[config.mk]
export PLATFORM = sky130hd
export DESIGN_NAME = sad_search_ctrl_flat
export DESIGN_NICKNAME = d
export VERILOG_FILES = /design/src/rtl/sad_search_ctrl_if.sv /design/src/rtl/sad_search_ctrl.sv /design/src/flat_wrapper.sv
export SDC_FILE = /design/constraint.sdc
export NUM_CORES = 2
export LEC_CHECK = 0
export BUFFER_PORTS_ARGS = -buffer_cell sky130_fd_sc_hd__buf_2
export CORE_MARGIN = 2
export CORE_UTILIZATION = 55
export DETAILED_ROUTE_END_ITERATION = 10
export GPL_TIMING_DRIVEN = 0
export PLACE_DENSITY = 0.74
export SLEW_MARGIN = 15
export SYNTH_ARGS = -nofsm -noshare
export SYNTH_HDL_FRONTEND = slang
export SYNTH_SLANG_ARGS = --single-unit
[constraint.sdc]
create_clock -name Clk -period 19.9 [get_ports Clk]
set_input_delay 3.98 -clock Clk [delete_from_list [all_inputs] [get_ports Clk]]
set_output_delay 3.98 -clock Clk [all_outputs]
set_load 0.02 [all_outputs]
[src/rtl/sad_search_ctrl_if.sv]
// Datapath-side bus of the SAD search sequencer: geometry/opcode/address outputs and the SAD return.
// SAD_valid qualifies SAD_in for one cycle; the controller is always ready while in WAIT and ignores it elsewhere.
interface sad_search_ctrl_if;
  logic [31:0] MemAddress;
  logic [31:0] WindowAddress;
  logic [31:0] Width;
  logic [31:0] Height;
  logic [5:0]  ALUOp;
  logic        SADOp;
  logic [31:0] SAD_in;
  logic        SAD_valid;

  modport master (
    output MemAddress, WindowAddress, Width, Height, ALUOp, SADOp,
    input  SAD_in, SAD_valid
  );

  modport slave (
    input  MemAddress, WindowAddress, Width, Height, ALUOp, SADOp,
    output SAD_in, SAD_valid
  );
endinterface

[src/rtl/sad_search_ctrl.sv]
// SAD search sequencer: configures the SAD datapath, walks every window position in raster order and
// keeps the minimum SAD. Define SAD_WAIT_TIMEOUT_EN to abort a search after 256 idle WAIT cycles.
module sad_search_ctrl #(
  parameter int DIM_W = 16
) (
  input  logic               Clk,
  input  logic               Rst_n,
  input  logic               Start,
  input  logic [31:0]        FrameBase,
  input  logic [DIM_W-1:0]   FrameWidth,
  input  logic [DIM_W-1:0]   FrameHeight,
  input  logic [DIM_W-1:0]   WinWidth,
  input  logic [DIM_W-1:0]   WinHeight,
  sad_search_ctrl_if.master  dp,
  output logic               Busy,
  output logic               Done,
  output logic               Err,
  output logic [31:0]        BestSAD,
  output logic [DIM_W-1:0]   BestX,
  output logic [DIM_W-1:0]   BestY,
  output logic [2:0]         dbg_state
);

  typedef enum logic [2:0] {
    S_IDLE, S_CFG_WIN, S_CFG_FRAME, S_RUN, S_WAIT, S_NEXT, S_DONE
  } state_t;

  localparam logic [DIM_W-1:0] ONE = DIM_W'(1);

  state_t           state_q, state_d;
  logic [31:0]      base_q, base_d;
  logic [DIM_W-1:0] fw_q, fw_d, fh_q, fh_d, ww_q, ww_d, wh_q, wh_d;
  logic [DIM_W-1:0] x_q, x_d, y_q, y_d, c_q, c_d, r_q, r_d;
  logic [31:0]      mem_q, mem_d, win_q, win_d, width_q, width_d, height_q, height_d;
  logic [5:0]       aluop_q, aluop_d;
  logic             sadop_q, sadop_d, busy_q, busy_d, done_q, done_d, err_q, err_d;
  logic [31:0]      best_sad_q, best_sad_d;
  logic [DIM_W-1:0] best_x_q, best_x_d, best_y_q, best_y_d;
`ifdef SAD_WAIT_TIMEOUT_EN
  logic [7:0]       tmo_q, tmo_d;
`endif

  logic        bad_geom, x_last, y_last;
  logic [31:0] mem_off, win_off;

  assign bad_geom = (FrameWidth == '0) || (FrameHeight == '0) || (WinWidth == '0) ||
                    (WinHeight == '0) || (WinWidth > FrameWidth) || (WinHeight > FrameHeight);
  assign x_last   = (x_q == fw_q - ww_q);
  assign y_last   = (y_q == fh_q - wh_q);
  // Word offsets from the frame origin; all arithmetic wraps at 32 bits.
  assign mem_off  = (32'(y_q) + 32'(r_q)) * 32'(fw_q) + 32'(x_q) + 32'(c_q);
  assign win_off  = 32'(y_q) * 32'(fw_q) + 32'(x_q);

  always_comb begin
    state_d    = state_q;
    base_d     = base_q;
    fw_d       = fw_q;
    fh_d       = fh_q;
    ww_d       = ww_q;
    wh_d       = wh_q;
    x_d        = x_q;
    y_d        = y_q;
    c_d        = c_q;
    r_d        = r_q;
    busy_d     = busy_q;
    err_d      = err_q;
    best_sad_d = best_sad_q;
    best_x_d   = best_x_q;
    best_y_d   = best_y_q;
    mem_d      = '0;
    win_d      = '0;
    width_d    = '0;
    height_d   = '0;
    aluop_d    = '0;
    sadop_d    = 1'b0;
    done_d     = 1'b0;
`ifdef SAD_WAIT_TIMEOUT_EN
    tmo_d      = tmo_q;
`endif
    case (state_q)
      S_IDLE: begin
        if (Start) begin
          base_d     = FrameBase;
          fw_d       = FrameWidth;
          fh_d       = FrameHeight;
          ww_d       = WinWidth;
          wh_d       = WinHeight;
          x_d        = '0;
          y_d        = '0;
          c_d        = '0;
          r_d        = '0;
          busy_d     = 1'b1;
          err_d      = 1'b0;
          best_sad_d = 32'hFFFF_FFFF;
          best_x_d   = '0;
          best_y_d   = '0;
          if (bad_geom) begin
            err_d   = 1'b1;
            state_d = S_DONE;
          end else begin
            state_d = S_CFG_WIN;
          end
        end
      end
      S_CFG_WIN: begin
        aluop_d  = 6'b111110;
        width_d  = 32'(ww_q);
        height_d = 32'(wh_q);
        sadop_d  = 1'b1;
        state_d  = S_CFG_FRAME;
      end
      S_CFG_FRAME: begin
        aluop_d = 6'b111100;
        width_d = 32'(fw_q);
        sadop_d = 1'b1;
        state_d = S_RUN;
      end
      S_RUN: begin
        aluop_d = 6'b111111;
        sadop_d = 1'b1;
        mem_d   = base_q + (mem_off << 2);
        win_d   = base_q + (win_off << 2);
        if (c_q == ww_q - ONE) begin
          c_d = '0;
          if (r_q == wh_q - ONE) begin
            r_d     = '0;
            state_d = S_WAIT;
`ifdef SAD_WAIT_TIMEOUT_EN
            tmo_d   = '0;
`endif
          end else begin
            r_d = r_q + ONE;
          end
        end else begin
          c_d = c_q + ONE;
        end
      end
      S_WAIT: begin
        if (dp.SAD_valid) begin
          // Strict compare: on a tie the earlier raster position stays the winner.
          if (dp.SAD_in < best_sad_q) begin
            best_sad_d = dp.SAD_in;
            best_x_d   = x_q;
            best_y_d   = y_q;
          end
          state_d = S_NEXT;
`ifdef SAD_WAIT_TIMEOUT_EN
        end else if (tmo_q == 8'hFF) begin
          err_d   = 1'b1;
          state_d = S_DONE;
        end else begin
          tmo_d = tmo_q + 8'd1;
`endif
        end
      end
      S_NEXT: begin
        if (x_last) begin
          x_d = '0;
          if (y_last) begin
            state_d = S_DONE;
          end else begin
            y_d     = y_q + ONE;
            state_d = S_RUN;
          end
        end else begin
          x_d     = x_q + ONE;
          state_d = S_RUN;
        end
      end
      S_DONE: begin
        done_d  = 1'b1;
        busy_d  = 1'b0;
        state_d = S_IDLE;
      end
      default: state_d = S_IDLE;
    endcase
  end

  always_ff @(posedge Clk or negedge Rst_n) begin
    if (!Rst_n) begin
      state_q    <= S_IDLE;
      base_q     <= '0;
      fw_q       <= '0;
      fh_q       <= '0;
      ww_q       <= '0;
      wh_q       <= '0;
      x_q        <= '0;
      y_q        <= '0;
      c_q        <= '0;
      r_q        <= '0;
      mem_q      <= '0;
      win_q      <= '0;
      width_q    <= '0;
      height_q   <= '0;
      aluop_q    <= '0;
      sadop_q    <= 1'b0;
      busy_q     <= 1'b0;
      done_q     <= 1'b0;
      err_q      <= 1'b0;
      best_sad_q <= 32'hFFFF_FFFF;
      best_x_q   <= '0;
      best_y_q   <= '0;
`ifdef SAD_WAIT_TIMEOUT_EN
      tmo_q      <= '0;
`endif
    end else begin
      state_q    <= state_d;
      base_q     <= base_d;
      fw_q       <= fw_d;
      fh_q       <= fh_d;
      ww_q       <= ww_d;
      wh_q       <= wh_d;
      x_q        <= x_d;
      y_q        <= y_d;
      c_q        <= c_d;
      r_q        <= r_d;
      mem_q      <= mem_d;
      win_q      <= win_d;
      width_q    <= width_d;
      height_q   <= height_d;
      aluop_q    <= aluop_d;
      sadop_q    <= sadop_d;
      busy_q     <= busy_d;
      done_q     <= done_d;
      err_q      <= err_d;
      best_sad_q <= best_sad_d;
      best_x_q   <= best_x_d;
      best_y_q   <= best_y_d;
`ifdef SAD_WAIT_TIMEOUT_EN
      tmo_q      <= tmo_d;
`endif
    end
  end

  assign dp.MemAddress    = mem_q;
  assign dp.WindowAddress = win_q;
  assign dp.Width         = width_q;
  assign dp.Height        = height_q;
  assign dp.ALUOp         = aluop_q;
  assign dp.SADOp         = sadop_q;
  assign Busy             = busy_q;
  assign Done             = done_q;
  assign Err              = err_q;
  assign BestSAD          = best_sad_q;
  assign BestX            = best_x_q;
  assign BestY            = best_y_q;
  assign dbg_state        = state_q;

endmodule

[src/flat_wrapper.sv]
// flat-port wrapper written by rule: the top's interface ports become plain ports
module sad_search_ctrl_flat 
#(
  parameter int DIM_W = 16
)
  (Clk, Rst_n, Start, FrameBase, FrameWidth, FrameHeight, WinWidth, WinHeight, Busy, Done, Err, BestSAD, BestX, BestY, dbg_state, dp_MemAddress, dp_WindowAddress, dp_Width, dp_Height, dp_ALUOp, dp_SADOp, dp_SAD_in, dp_SAD_valid);
  sad_search_ctrl_if dp_i ();
  input  logic Clk;
  input  logic Rst_n;
  input  logic Start;
  input  logic [31:0] FrameBase;
  input  logic [DIM_W-1:0] FrameWidth;
  input  logic [DIM_W-1:0] FrameHeight;
  input  logic [DIM_W-1:0] WinWidth;
  input  logic [DIM_W-1:0] WinHeight;
  output logic Busy;
  output logic Done;
  output logic Err;
  output logic [31:0] BestSAD;
  output logic [DIM_W-1:0] BestX;
  output logic [DIM_W-1:0] BestY;
  output logic [2:0] dbg_state;
  output wire logic [$bits(dp_i.MemAddress)-1:0] dp_MemAddress;
  output wire logic [$bits(dp_i.WindowAddress)-1:0] dp_WindowAddress;
  output wire logic [$bits(dp_i.Width)-1:0] dp_Width;
  output wire logic [$bits(dp_i.Height)-1:0] dp_Height;
  output wire logic [$bits(dp_i.ALUOp)-1:0] dp_ALUOp;
  output wire logic [$bits(dp_i.SADOp)-1:0] dp_SADOp;
  input wire logic [$bits(dp_i.SAD_in)-1:0] dp_SAD_in;
  input wire logic [$bits(dp_i.SAD_valid)-1:0] dp_SAD_valid;
  assign dp_MemAddress = dp_i.MemAddress;
  assign dp_WindowAddress = dp_i.WindowAddress;
  assign dp_Width = dp_i.Width;
  assign dp_Height = dp_i.Height;
  assign dp_ALUOp = dp_i.ALUOp;
  assign dp_SADOp = dp_i.SADOp;
  assign dp_i.SAD_in = dp_SAD_in;
  assign dp_i.SAD_valid = dp_SAD_valid;
  sad_search_ctrl #(.DIM_W(DIM_W)) u_core (.Clk(Clk), .Rst_n(Rst_n), .Start(Start), .FrameBase(FrameBase), .FrameWidth(FrameWidth), .FrameHeight(FrameHeight), .WinWidth(WinWidth), .WinHeight(WinHeight), .dp(dp_i), .Busy(Busy), .Done(Done), .Err(Err), .BestSAD(BestSAD), .BestX(BestX), .BestY(BestY), .dbg_state(dbg_state));
endmodule
== Word level (Yosys, flattened, before mapping) ==
Cells that the tools add are included.

* Register bits: 333
* Input port bits: 132
* Output and inout bits: 205
* Word-level logic and storage cells: 120

* Add/sub/neg operators: 14
* $mul: 2
* Magnitude comparators: 3
* Equal/unequal tests: 17
* Multiplexer cells: 39
* Reductions and logical operators: 23

{| class="wikitable"
|+ Operators by type and width
! operator !! number
|-
| 16-bit one-hot mux with 2 select lines || 7
|-
| 16-bit 2-to-1 mux || 12
|-
| 32-bit 2-to-1 mux || 5
|-
| 30-bit by 16-bit adder with 30-bit output || 3
|-
| 16-bit by 1-bit adder with 16-bit output (second input constant) || 4
|-
| 32-bit adder || 2
|-
| 16-bit == test || 4
|-
| 16-bit logical NOT || 4
|-
| 32-bit one-hot mux with 2 select lines || 1
|-
| 16-bit greater-than comparator || 2
|-
| 32-bit < comparator || 1
|-
| 32-bit by 16-bit multiplier with 30-bit output || 1
|-
| 16-bit by 1-bit subtractor with 16-bit output (second input constant) || 2
|-
| 16-bit subtractor || 2
|-
| 16-bit by 16-bit multiplier with 30-bit output || 1
|-
| 3-bit 2-to-1 mux || 7
|-
| 3-bit one-hot mux with 6 select lines || 1
|-
| 6-bit one-hot mux with 3 select lines || 1
|-
| 16-bit by 16-bit adder with 17-bit output || 1
|-
| 4-bit AND reduction || 3
|-
| 3-bit == test (second input constant) || 3
|-
| 2-bit by 1-bit != test with 1-bit output (second input constant) || 4
|-
| 2-bit AND reduction || 4
|-
| 2-bit nonzero test || 4
|-
| other kinds (9) || 19
|}

== Depth between registers and ports, before layout ==
* Word-level depth: 9
* Depth in mapped cells: 41
* Gate-level depth less buffers: 41

== Worst setup path before layout ==
OpenSTA, ideal clock, no wires.

* Path kind: reg-to-reg
* Start: register u_core.r_q[0]
* End: register u_core.mem_q[31], in the netlist u_core.dp.MemAddress[31]
* Library setup time: 0.132 ns
* Arrival time: 9.134 ns
* Data required time: 19.768 ns
* Slack: 10.635 ns
* Cell stages (with the launch flop): 39
* Path buffers: 1
* Period minus slack after synthesis: 9.265 ns
* Path through: dfrtp_1 ha_1 fa_1 a211oi_1 o21ai_1 a311oi_1 o2111ai_1 a21oi_1 xnor2_1 clkbuf_1 nand2_1 fa_1 fa_1 fa_1 inv_1 fa_1 fa_1 inv_1 [... 3 more ...] inv_1 a21oi_1 o211ai_1 o21ai_0 a41oi_1 o21ai_0 xor2_1 ha_1 a21o_1 nand2_1 nand2b_1 nor2_1 nand2_1 o21ai_0 o21ai_0 xnor3_1 xnor2_1 nor2_1

* Word-level cells in the longest chain between the ends: 6

{| class="wikitable"
|+ RTL lines
! element !! RTL line !! text
|-
| start, declared || sad_search_ctrl.sv:33 || <nowiki>logic [DIM_W-1:0] x_q, x_d, y_q, y_d, c_q, c_d, r_q, r_d;</nowiki>
|-
| start signal, assigned || sad_search_ctrl.sv:216 || <nowiki>r_q <= r_d;</nowiki>
|-
| 16-bit by 16-bit adder with 17-bit output || sad_search_ctrl.sv:51 || <nowiki>assign mem_off = (32'(y_q) + 32'(r_q)) * 32'(fw_q) + 32'(x_q) + 32'(c_q);</nowiki>
|-
| 32-bit by 16-bit multiplier with 30-bit output || sad_search_ctrl.sv:51 ||
|-
| 30-bit by 16-bit adder with 30-bit output (2 in series) || sad_search_ctrl.sv:51 ||
|-
| 32-bit adder || sad_search_ctrl.sv:121 || <nowiki>mem_d = base_q + (mem_off << 2);</nowiki>
|-
| 32-bit 2-to-1 mux || sad_search_ctrl.sv:80 || <nowiki>case (state_q)</nowiki>
|-
| via u_core.mem_d[31] || sad_search_ctrl.sv:34 || <nowiki>logic [31:0] mem_q, mem_d, win_q, win_d, width_q, width_d, height_q, height_d;</nowiki>
|-
| end signal, assigned || sad_search_ctrl.sv:217 || <nowiki>mem_q <= mem_d;</nowiki>
|-
| end, declared || sad_search_ctrl.sv:34 ||
|}

The timed path passes the listed nets, and every way through them passes these cells.
A chain may end at the register's enable or synchronous reset.

== Worst setup path in the final report ==
* Start: register u_core.y_q[0]
* End: register u_core.mem_q[31], in the netlist u_core.dp.MemAddress[31]

* Word-level cells in the longest chain between the ends: 6

{| class="wikitable"
|+ RTL lines
! element !! RTL line !! text
|-
| start, declared || sad_search_ctrl.sv:33 ||
|-
| start signal, assigned || sad_search_ctrl.sv:214 || <nowiki>y_q <= y_d;</nowiki>
|-
| 16-bit by 16-bit adder with 17-bit output || sad_search_ctrl.sv:51 ||
|-
| 32-bit by 16-bit multiplier with 30-bit output || sad_search_ctrl.sv:51 ||
|-
| 30-bit by 16-bit adder with 30-bit output (2 in series) || sad_search_ctrl.sv:51 ||
|-
| 32-bit adder || sad_search_ctrl.sv:121 ||
|-
| 32-bit 2-to-1 mux || sad_search_ctrl.sv:80 ||
|-
| via u_core.mem_d[31] || sad_search_ctrl.sv:34 ||
|}

The timed path passes the listed nets, and every way through them passes these cells.

==> impl_results.md <==
- Yosys warns: 0
- First-pass DRT Iterations: 6
- Final Util: 0.6186
- Pins Over Slew Limit: 0
- Drt drc: 0
- Clock skew: 0.04215 ns
- R2R Setup Slk: 8.67 ns
- Pint: ~3.0 mW
- Die Height: 270.7 um
- Critical Path Start Type: register
- Number of synthesized register bits: 328
- Lkg Pwr: 22.38 nW
- Hold Startpoint: u_core.base_q[0]
- DR WL/cell: 20.67 um
- Hold bufs inserted after CTS: 0
- Hold slack final: 0.4736 ns
- WHS Endpoint: u_core.base_q[0]
- Core Box Area: roughly 0.07 sq mm
- RSZ-0062 raised after global routing: no
- Largest net degree at the start of global routing: just under 100
- Reg2Reg Depth: 38
- HP Class: register to register
- Worst slew pin tran: between 1 and 1.5 ns
- PD cells: 135.7 mW/mm^2
- Hold depth: 2
- Setup TNS: 0 ns
- Clock slew at reported path FFs: 0.06 ns
- Max incr delay on CP: about 0.56 ns
- Most numerous cell in the Yosys netlist: inv_1
- Sequential share of power: 0.150
- CTS buffer count: 40
- Largest area contributor in the netlist: fa_1
- Root buffer cell: clkbuf_16
- Reg area: 0.008248 sq mm
- Synth top area share: 0.2313
- Crit. End Element: register
- CP Max Fanout: 10
- Peak VDD IR: ~210 uV
- Max-cap violation count: 0
- Layout area overhead: 11.09%
- Port bufs: 304
- First-pass GRT wire length: between 150000 and 200000 um
- Total routed wirelength: 120600 um
- Crit Path Class: register to register
- F_max: 89.04 MHz
- Synth top cells by count: inv_1 (711), nand2_1 (655), fa_1 (452), ha_1 (357), dfrtp_1 (296)
- Total track usage: 0.3307
- Initial Utilization: 0.5568
- Sw Ratio: 0.4900
- Final setup fails: 0
- Status: finished clean
- Filler cell count: approximately 6100
- Crit path required time: 20.33 ns
- I/O pins: approximately 340
- Synth cell types: 81
- Row Count: just under 100
- CTS H-tree depth: 2
- DIE AREA: 0.07329 sq mm
- Clock latency on the worst-skew pair: 0.60 ns
- Total clock sinks: 328
- Post-synth EDFFs: 0
- Multi-input logic area: roughly 0.027 sq mm
- Top cells by area, synth: fa_1 (23%), dfrtp_1 (19%), ha_1 (11%)
- DP HPWL: 97310 um
- Total gr overflow: 0
- Postcts setup bufs: 0
- Rel. slew slack: 0.1258
- CTS tree: done
- Share of layout cells above drive strength 1: 0.09849
- Sw power: 2.889 mW
- Max clock buf depth: 3
- Syn Area/Cell: 8.726 sq um
- Post-synth ARST share: 1.000
- Final hold viol count: 0
- Clk pwr share: 0.131
- Antenna Nets Post-Route: 0
- Most Frequent Cell on Critical Path: fa_1
- Number of global-route vias before repair: roughly 34000
- CP max-delay cell: fa_1
- CP arrival: 11.66 ns
- Via count: around 33000
- R2R Path Start: u_core.y_q[0]
- Post-Syn Area: 0.03913 sq mm
- Final GP Congestion: 0.9718
- Fin crit period: about 11 ns
- Via density: 5.686
- Resize count post-CTS: 0
- Antenna violations before repair: 2
- Chip Width: roughly 270 um
- Nets: 5805
- Initial DRC Count: 2683
- Sequential fraction of the synthesis area: 0.2108
- Crit share post-route: 0.5644
- Post-Syn Instances: 4484
- Synth Flop Type: dfrtp_1
- Comb pwr share: 0.719
- Worst r2r dst: u_core.dp.MemAddress[31]
[kinds of logic after synthesis]
kind of cell | count (synthesis) | share of synthesized area
flops | 328 | 0.2108
other cells | 1 | 0.00009584
xor+xnor | 211 | 0.04794
fa+ha+maj | 809 | 0.3454
simple gates | 1464 | 0.1812
buf+inv | 937 | 0.09366
mux | 39 | 0.009977
compound gates | 695 | 0.1109
[state kept, by name, summed over array words and instances (netlist names), 30 cells and up]
name                     count
u_core.dp.MemAddress        32
u_core.BestSAD              32
u_core.base_q               32
u_core.dp.WindowAddress     30
[how the worst max path moves through the flow]
| stage | slack, ns | from | endpoint |
|---|---|---|---|
| after floorplan | 10.63 | u_core.r_q[0] | u_core.dp.MemAddress[31] |
| after global placement | 8.39 | Rst_n | u_core.BestY[8] |
| after detailed placement | 8.80 | u_core.y_q[0] | u_core.dp.MemAddress[31] |
| after CTS | 8.72 | u_core.r_q[0] | u_core.dp.MemAddress[31] |
| after global routing | 8.05 | u_core.r_q[0] | u_core.dp.MemAddress[31] |
| final | 8.67 | u_core.y_q[0] | u_core.dp.MemAddress[31] |
[final cells by class]
type                       instances  area share
timing repair buffer             307     0.03713
antenna                            4   0.0002303
clock buffer                      56     0.02648
multi-input combinational       3250      0.6293
tap                              940     0.02706
sequential                       328      0.1898
buffer                           226     0.02297
clock inverter                    16    0.005671
inverter                         711     0.06140
[worst max-delay path, delay by kind of cell, from the launching register on]
family	cells	cell delay [ns]
DFF	1	0.49
adders and majority gates	10	4.41
AOI/OAI and AO/OA	13	3.54
xor gates and xnor gates	4	1.38
and+or+nand+nor	6	0.53
buffers and inverters	5	0.73
[power groups by stage]
stage / registers [mW] / logic, mW / clock network, mW
final: 0.883 / 4.24 / 0.775
after global routing: 0.893 / 4.78 / 0.815
after CTS: 0.880 / 4.21 / 0.789
after detailed placement: 0.892 / 4.18 / 0
after global placement: 0.891 / 4.09 / 0
after floorplan: 0.936 / 3.16 / 0
[per-stage QoR]
stage | power (mW) | instances | setup slack, ns | instance area (sq um)
6_report | 5.897 | 5838 | 8.669 | 43470
5_1_grt | 6.486 | 5835 | 8.050 | 43460
4_1_cts | 5.880 | 5834 | 8.724 | 43440
3_5_place_dp | 5.072 | 5762 | 8.803 | 42040
3_3_place_gp | 4.985 | 5759 | 8.387 | 41940
2_1_floorplan | 4.093 | 4515 | 10.63 | 39240
[layer usage]
| layer | GRT usage | up-vias | part of all wire |
|---|---|---|---|
| met5 | 0 | - | 0.00012 |
| met4 | 0.1679 | 2 | 0.058 |
| met3 | 0.08165 | 332 | 0.098 |
| met2 | 0.5415 | 1538 | 0.46 |
| met1 | 0.4069 | 16160 | 0.38 |
| li1 | - | 15160 | - |
[cells in the final DEF, fill, tap and decap left out, types with 161 or more instances in the layout]
cell      instances
and2_1          230
nand2_1         655
ha_1            357
fa_1            452
o21ai_0         178
buf_2           304
inv_1           711
clkbuf_1        181
dfrtp_1         296
a21oi_1         161
Power figures use the tool's default switching activity.
